==> src/rtl/multicycle_ctrl.sv <==
// Multi-cycle control FSM for a MIPS-subset datapath: sequences fetch, decode,
// execute, memory and write-back for one instruction at a time.
module multicycle_ctrl #(
    parameter int TIMEOUT = 15
) (
    input  logic        clk,
    input  logic        rst,
    input  logic        run,
    input  logic [31:0] ins,
    input  logic        zero,
    input  logic        mem_ready,
    output logic        pc_we,
    output logic [1:0]  pc_src,
    output logic        ir_we,
    output logic        RegDst,
    output logic        RegWrite,
    output logic        ALUSrc,
    output logic        MemRead,
    output logic        MemWrite,
    output logic        Mem2Reg,
    output logic [2:0]  op,
    output logic        imem_req,
    output logic [2:0]  state,
    output logic        halted,
    output logic        illegal,
    output logic        timeout,
    output logic [31:0] retired
);

    typedef enum logic [2:0] {
        S_IDLE   = 3'd0,
        S_FETCH  = 3'd1,
        S_DECODE = 3'd2,
        S_EXEC   = 3'd3,
        S_MEM    = 3'd4,
        S_WB     = 3'd5,
        S_HALT   = 3'd6
    } state_e;

    localparam logic [5:0] OP_RTYPE = 6'b000000;
    localparam logic [5:0] OP_LW    = 6'b100011;
    localparam logic [5:0] OP_SW    = 6'b101011;
    localparam logic [5:0] OP_BEQ   = 6'b000100;
    localparam logic [5:0] OP_ADDI  = 6'b001000;
    localparam logic [5:0] OP_J     = 6'b000010;

    localparam logic [5:0] FN_ADD = 6'b100000;
    localparam logic [5:0] FN_SUB = 6'b100010;
    localparam logic [5:0] FN_AND = 6'b100100;
    localparam logic [5:0] FN_OR  = 6'b100101;
    localparam logic [5:0] FN_SLT = 6'b101010;

    localparam logic [2:0] ALU_AND = 3'b000;
    localparam logic [2:0] ALU_OR  = 3'b001;
    localparam logic [2:0] ALU_ADD = 3'b010;
    localparam logic [2:0] ALU_SUB = 3'b110;
    localparam logic [2:0] ALU_SLT = 3'b111;

    localparam logic [1:0] PC_SEQ    = 2'b00;
    localparam logic [1:0] PC_BRANCH = 2'b01;
    localparam logic [1:0] PC_JUMP   = 2'b10;

    // Last wait-counter value before the bound is hit.
    localparam logic [7:0] WAIT_LAST = 8'(TIMEOUT - 1);

    state_e      state_q, state_d;
    logic [5:0]  opcode_q, opcode_d;
    logic [5:0]  funct_q, funct_d;
    logic [7:0]  wait_q, wait_d;
    logic        illegal_q, illegal_d;
    logic        timeout_q, timeout_d;
    logic [31:0] retired_q, retired_d;

    logic        retire;
    logic        mem_expired;
    state_e      boundary_state;
    logic        unused_ins;

    assign unused_ins = ^ins[25:6];

    function automatic logic is_legal(input logic [5:0] opc, input logic [5:0] fn);
        case (opc)
            OP_RTYPE: return fn inside {FN_ADD, FN_SUB, FN_AND, FN_OR, FN_SLT};
            OP_LW, OP_SW, OP_BEQ, OP_ADDI, OP_J: return 1'b1;
            default: return 1'b0;
        endcase
    endfunction

    function automatic logic [2:0] alu_from_funct(input logic [5:0] fn);
        case (fn)
            FN_SUB:  return ALU_SUB;
            FN_AND:  return ALU_AND;
            FN_OR:   return ALU_OR;
            FN_SLT:  return ALU_SLT;
            default: return ALU_ADD;
        endcase
    endfunction

    assign mem_expired    = !mem_ready && (wait_q == WAIT_LAST);
    assign boundary_state = run ? S_FETCH : S_IDLE;

    // Next-state logic. The wait counter only survives a self-loop in
    // FETCH or MEM, so every entry into those states starts it at zero.
    always_comb begin
        // NOTE: every always_comb target gets a default first; a path that
        // leaves one unassigned would infer a latch.
        state_d   = state_q;
        opcode_d  = opcode_q;
        funct_d   = funct_q;
        wait_d    = '0;
        illegal_d = illegal_q;
        timeout_d = timeout_q;
        retire    = 1'b0;

        unique case (state_q)
            S_IDLE: begin
                if (run) state_d = S_FETCH;
            end
            S_FETCH: begin
                if (mem_ready) begin
                    state_d = S_DECODE;
                end else if (mem_expired) begin
                    timeout_d = 1'b1;
                    state_d   = S_HALT;
                end else begin
                    wait_d = wait_q + 8'd1;
                end
            end
            S_DECODE: begin
                opcode_d = ins[31:26];
                funct_d  = ins[5:0];
                if (!is_legal(ins[31:26], ins[5:0])) begin
                    illegal_d = 1'b1;
                    state_d   = S_HALT;
                end else if (ins[31:26] == OP_J) begin
                    retire  = 1'b1;
                    state_d = boundary_state;
                end else begin
                    state_d = S_EXEC;
                end
            end
            S_EXEC: begin
                case (opcode_q)
                    OP_RTYPE, OP_ADDI: state_d = S_WB;
                    OP_LW, OP_SW:      state_d = S_MEM;
                    OP_BEQ: begin
                        retire  = 1'b1;
                        state_d = boundary_state;
                    end
                    default: state_d = S_HALT;
                endcase
            end
            S_MEM: begin
                if (mem_ready) begin
                    if (opcode_q == OP_LW) begin
                        state_d = S_WB;
                    end else begin
                        retire  = 1'b1;
                        state_d = boundary_state;
                    end
                end else if (mem_expired) begin
                    timeout_d = 1'b1;
                    state_d   = S_HALT;
                end else begin
                    wait_d = wait_q + 8'd1;
                end
            end
            S_WB: begin
                retire  = 1'b1;
                state_d = boundary_state;
            end
            S_HALT: state_d = S_HALT;
            default: state_d = S_IDLE;
        endcase

        retired_d = retired_q + {31'd0, retire};
    end

    always_ff @(posedge clk) begin
        // NOTE: sequential state uses non-blocking assignments so every flop
        // samples the pre-edge values regardless of statement order.
        if (rst) begin
            state_q   <= S_IDLE;
            opcode_q  <= '0;
            funct_q   <= '0;
            wait_q    <= '0;
            illegal_q <= 1'b0;
            timeout_q <= 1'b0;
            retired_q <= '0;
        end else begin
            state_q   <= state_d;
            opcode_q  <= opcode_d;
            funct_q   <= funct_d;
            wait_q    <= wait_d;
            illegal_q <= illegal_d;
            timeout_q <= timeout_d;
            retired_q <= retired_d;
        end
    end

    // Control decode from the current state and the latched opcode/funct;
    // DECODE looks at ins directly because the latch fills on its closing edge.
    always_comb begin
        pc_we    = 1'b0;
        pc_src   = PC_SEQ;
        ir_we    = 1'b0;
        RegDst   = 1'b0;
        RegWrite = 1'b0;
        ALUSrc   = 1'b0;
        MemRead  = 1'b0;
        MemWrite = 1'b0;
        Mem2Reg  = 1'b0;
        op       = ALU_AND;
        imem_req = 1'b0;

        case (state_q)
            S_FETCH: begin
                imem_req = 1'b1;
                if (mem_ready) begin
                    ir_we  = 1'b1;
                    pc_we  = 1'b1;
                    pc_src = PC_SEQ;
                end
            end
            S_DECODE: begin
                if (ins[31:26] == OP_J) begin
                    pc_we  = 1'b1;
                    pc_src = PC_JUMP;
                end
            end
            S_EXEC: begin
                case (opcode_q)
                    OP_RTYPE: begin
                        op     = alu_from_funct(funct_q);
                        ALUSrc = 1'b0;
                    end
                    OP_ADDI, OP_LW, OP_SW: begin
                        op     = ALU_ADD;
                        ALUSrc = 1'b1;
                    end
                    OP_BEQ: begin
                        op     = ALU_SUB;
                        pc_src = PC_BRANCH;
                        pc_we  = zero;
                    end
                    default: ;
                endcase
            end
            S_MEM: begin
                op     = ALU_ADD;
                ALUSrc = 1'b1;
                if (opcode_q == OP_LW) MemRead = 1'b1;
                // The write strobe is withheld on the edge that declares a timeout.
                if (opcode_q == OP_SW) MemWrite = !mem_expired;
            end
            S_WB: begin
                RegWrite = 1'b1;
                if (opcode_q == OP_RTYPE) begin
                    RegDst = 1'b1;
                    op     = alu_from_funct(funct_q);
                end else begin
                    op     = ALU_ADD;
                    ALUSrc = 1'b1;
                end
                Mem2Reg = (opcode_q == OP_LW);
            end
            default: ;
        endcase
    end

    assign state   = state_q;
    assign halted  = (state_q == S_HALT);
    assign illegal = illegal_q;
    assign timeout = timeout_q;
    assign retired = retired_q;

endmodule
==> config.mk <==
export PLATFORM = sky130hd
export DESIGN_NAME = multicycle_ctrl
export DESIGN_NICKNAME = d
export VERILOG_FILES = /design/src/rtl/multicycle_ctrl.sv
export SDC_FILE = /design/constraint.sdc
export NUM_CORES = 1
export LEC_CHECK = 0
export ABC_AREA = 0
export CORE_MARGIN = 4
export CORE_UTILIZATION = 42
export CTS_CLUSTER_SIZE = 14
export DETAILED_ROUTE_END_ITERATION = 10
export PLACE_DENSITY = 0.76
export SYNTH_ARGS = -nofsm -noshare
export SYNTH_HDL_FRONTEND = slang
export SYNTH_SLANG_ARGS = --single-unit
==> constraint.sdc <==
create_clock -name clk -period 2.77 [get_ports clk]
set_clock_uncertainty 0.1 [all_clocks]
set_input_delay 0.831 -clock clk [delete_from_list [all_inputs] [get_ports clk]]
set_output_delay 0.831 -clock clk [all_outputs]
set_load 0.01 [all_outputs]
==> metrics.md <==
| Metric | Value |
|---|---|
| Width of the die | `about 91 um` |
| Worst vdd ir | `about 0.00036 V` |
| Highest achievable clock rate | `330.1 MHz` |
| Post-Route Utilization | `slightly above 70%` |
| Post-layout minimum cycle time | `approximately 3.0 ns` |
| Leak pwr | `roughly 0.0018 uW` |
| Die ar. | `just over 8000 um2` |
| Mean routed wirelength per cell | `~16 um` |
| Total number of vias | `3127` |
| Final Max Tran Viols | `0` |
| Count of mapped cells out of synthesis | `roughly 350` |
| Via count of the first global-routing pass | `just over 3000` |
| Status | `finished, violations left` |
| Routed via count divided by cell count | `between 5 and 6` |
| Final setup fails | `38` |
| Layout cells sized above 1 | `between 30 and 40%` |
| Share of synthesized area occupied by flip-flops and latches | `39.86%` |
| Initial antenna violation count | `0` |
| Path type of the worst setup path | `reg -> out` |
| Maximum fanout along the worst path | `4` |
| Number of nets in the synthesized netlist | `390` |
| Wire length of the first global-routing pass | `roughly 14000 um` |
| Antenna diode count | `0` |
| Worst Max-Slew Pin Slew | `between 0.7 and 0.8 ns` |
| Total global routing overflow | `0` |
| Average size of a mapped cell | `approximately 8.2 um2` |
| Dpl cell area | `about 3900 um2` |
| Row cnt | `29` |
| Final ANT Viol Nets | `0` |
| Number of enable flip-flop cells after synthesis | `0` |
| Design area | `roughly 4600 um2` |
| Synthesis-to-layout area growth | `60.62%` |
| Number of failing hold endpoints at the final stage | `0` |
| CTS tree | `yes` |
| Share of the cycle needed by the critical path after routing | `109.4%` |
| Max-capacitance violation count | `0` |
| FF+latch count, synth | `57` |
| Sum of negative setup slack | `-5.250 ns` |
| All-Layer GR Usage | `approximately a fifth` |
| Number of detailed-route iterations in the first pass | `4` |
| Unrepaired setup endpoints after global routing | `yes` |
| Number of input and output port buffers inserted | `between 60 and 70` |
| Placeable core region | `6495 um2` |
| Clock buffers created by TritonCTS | `9` |
| Req. time, crit path | `1.84 ns` |
| # DRC | `0` |
| Critical path endpoint category | `primary output` |
| Initial Utilization | `approximately 44%` |
| Critical path launch point type | `register` |
| Class of the tightest hold or removal check | `reg -> reg` |
| Unique cell type count in the Yosys netlist | `56` |
| Total wire length | `slightly above 9000 um` |
| Violated checks | `setup timing` |
| Data arrival time of the critical path | `about 2.1 ns` |
| Clock sink count | `between 50 and 60` |
| Final-stage net count | `approximately 520` |
| Pin count of the biggest net entering global routing | `26` |
| Clock-pin slew on the worst setup and hold paths | `~0.060 ns` |
| Top-level I/O count | `between 80 and 90` |
| PnR worst setup slack | `-0.2593 ns` |
| Primary FF master, synth | `sky130_fd_sc_hd__dfxtp_1` |
| Fraction of synthesis flops using an asynchronous set or reset pin | `0%` |
| Worst skew pair latency | `~0.34 ns` |
| Slew Limit Headroom | `around 50%` |
| Synthesized area | `around 2900 um2` |
| Worst-case clock buffer depth | `2` |
| Weighted congestion reported at the end of routability-driven placement | `~0.87` |
| Maximum level of the CTS H-tree | `3` |
| Die Ht | `slightly above 90 um` |
| HPWL Detailed | `5550 um` |
| Hold Buf Count CTS | `0` |
| Clock root buffer | `sky130_fd_sc_hd__clkbuf_8` |
| Number of warnings printed during yosys synthesis | `0` |
| Initial detailed-routing violation count | `196` |
| Worst setup slack after placement | `-0.8238 ns` |
| Power density of the placed cells | `~450 nW/um2` |
-- cells in the mapped netlist (2+ instances only) --
library cell               count  share of area [%]
sky130_fd_sc_hd__nor3_1        9                1.6
sky130_fd_sc_hd__o211ai_1      2               0.52
sky130_fd_sc_hd__and2_1        4               0.87
sky130_fd_sc_hd__o21ai_0       9                1.6
sky130_fd_sc_hd__nand4b_1      2               0.61
sky130_fd_sc_hd__nand3_1      13                2.3
sky130_fd_sc_hd__or3_1         7                1.5
sky130_fd_sc_hd__xor2_1       28                8.6
sky130_fd_sc_hd__a211o_1       3               0.92
sky130_fd_sc_hd__nor2b_1       3               0.66
sky130_fd_sc_hd__a21oi_1      24                4.2
sky130_fd_sc_hd__nand4_1      14                3.1
sky130_fd_sc_hd__a31oi_1       4               0.87
sky130_fd_sc_hd__nor4_1        3               0.66
sky130_fd_sc_hd__clkbuf_1      9                1.2
sky130_fd_sc_hd__buf_2         4               0.70
sky130_fd_sc_hd__and3_1        8                1.7
sky130_fd_sc_hd__and4_1        5                1.5
sky130_fd_sc_hd__dfxtp_1      57                 40
sky130_fd_sc_hd__nand2_1      38                5.0
sky130_fd_sc_hd__nand2b_1      3               0.66
sky130_fd_sc_hd__inv_1         6               0.79
sky130_fd_sc_hd__nor2_1       50                6.6
sky130_fd_sc_hd__xnor2_1       6                1.8
sky130_fd_sc_hd__nor3b_1       3               0.79
sky130_fd_sc_hd__nor2_4        2               0.79
sky130_fd_sc_hd__ha_1          4                1.7
-- worst paths after layout --
kind	start	endpoint	slack, ns	depth (start not counted)
worst min register to register	funct_q[5]	funct_q[5]	0.35	2
worst max-delay path	opcode_q[4]	op[2]	-0.26	5
worst min-delay path	funct_q[5]	funct_q[5]	0.35	2
worst max register to register	opcode_q[4]	retired[29]	-0.23	14
-- cell usage in the layout, fill, tap and decap left out, types with 5 or more instances in the layout --
master                            count
sky130_fd_sc_hd__buf_4               56
sky130_fd_sc_hd__dfxtp_1             53
sky130_fd_sc_hd__clkdlybuf4s50_1     48
sky130_fd_sc_hd__nor2_1              43
sky130_fd_sc_hd__nand2_1             35
sky130_fd_sc_hd__xor2_1              28
sky130_fd_sc_hd__a21oi_1             20
sky130_fd_sc_hd__buf_6               16
sky130_fd_sc_hd__nand4_1             14
sky130_fd_sc_hd__clkbuf_8            12
sky130_fd_sc_hd__buf_2                9
sky130_fd_sc_hd__nand3_2              7
sky130_fd_sc_hd__o21ai_0              7
sky130_fd_sc_hd__inv_1                6
sky130_fd_sc_hd__and3_1               6
sky130_fd_sc_hd__nor2_2               5
sky130_fd_sc_hd__nand3_1              5
sky130_fd_sc_hd__and4_1               5
sky130_fd_sc_hd__xnor2_2              5
-- power by group --
part           internal [uW]  switching [uW]
sequential               835            14.6
clock                    580             337
combinational            141             145
total                   1560             496
-- worst max-delay path, stage by stage (launching register included) --
cell and delay, ns:
sky130_fd_sc_hd__dfxtp_2 0.32, sky130_fd_sc_hd__or4_4 0.57, sky130_fd_sc_hd__or3_4 0.44, sky130_fd_sc_hd__nor3b_2 0.19, sky130_fd_sc_hd__o21ba_2 0.15, sky130_fd_sc_hd__buf_6 0.10
-- flip-flops by register name (all words and copies together) (netlist names) --
signal	count
opcode_q	6
funct_q	6
wait_q	8
illegal	1
retired	32
state	3
timeout	1
-- cell type report --
cell class	instances	area, um2
clock buffer	12	165.2
tap	77	96.34
fill	449	1897
clock inverter	4	73.82
sequential	57	1146
multi-input combinational	269	1894
timing repair buffer	138	1200
inverter	6	22.52
-- stage by stage --
stage | total power, uW | hold slack (ns) | instances
global placement | 1106 | 0.3404 | 518
floorplan | 985.7 | 0.3314 | 349
finish | 2052 | 0.3532 | 563
CTS | 2036 | 0.3519 | 559
detailed placement | 1109 | 0.3433 | 518
global route | 2124 | 0.3709 | 563
-- cells by family after synthesis --
| kind of cell | Yosys count | share of synthesized area, % |
|---|---|---|
| adders and majority gates | 4 | 1.748 |
| DFF | 57 | 39.86 |
| AOI/OAI and AO/OA | 54 | 11.63 |
| buffers and inverters | 24 | 4.108 |
| muxes | 1 | 0.3933 |
| and+or+nand+nor | 175 | 31.86 |
| xor gates and xnor gates | 34 | 10.40 |
-- routing by layer --
layer	track usage (%)	vias to the layer above	wire length, um	part of all wire, %
li1	-	1496	-	-
met1	23.27	1496	3565	39
met2	37.25	106	4755	52
met3	7.417	29	553	6.0
met4	9.566	0	266	2.9
met5	0	-	0	0
-- what timing repair did --
item	CTS	global route
setup buffers	23	4
endpoints found under the setup margin	39	48
resized for setup	93	47
pin swaps	31	26
gates cloned	2	0
Note: power is estimated with default switching activity, not from simulation.
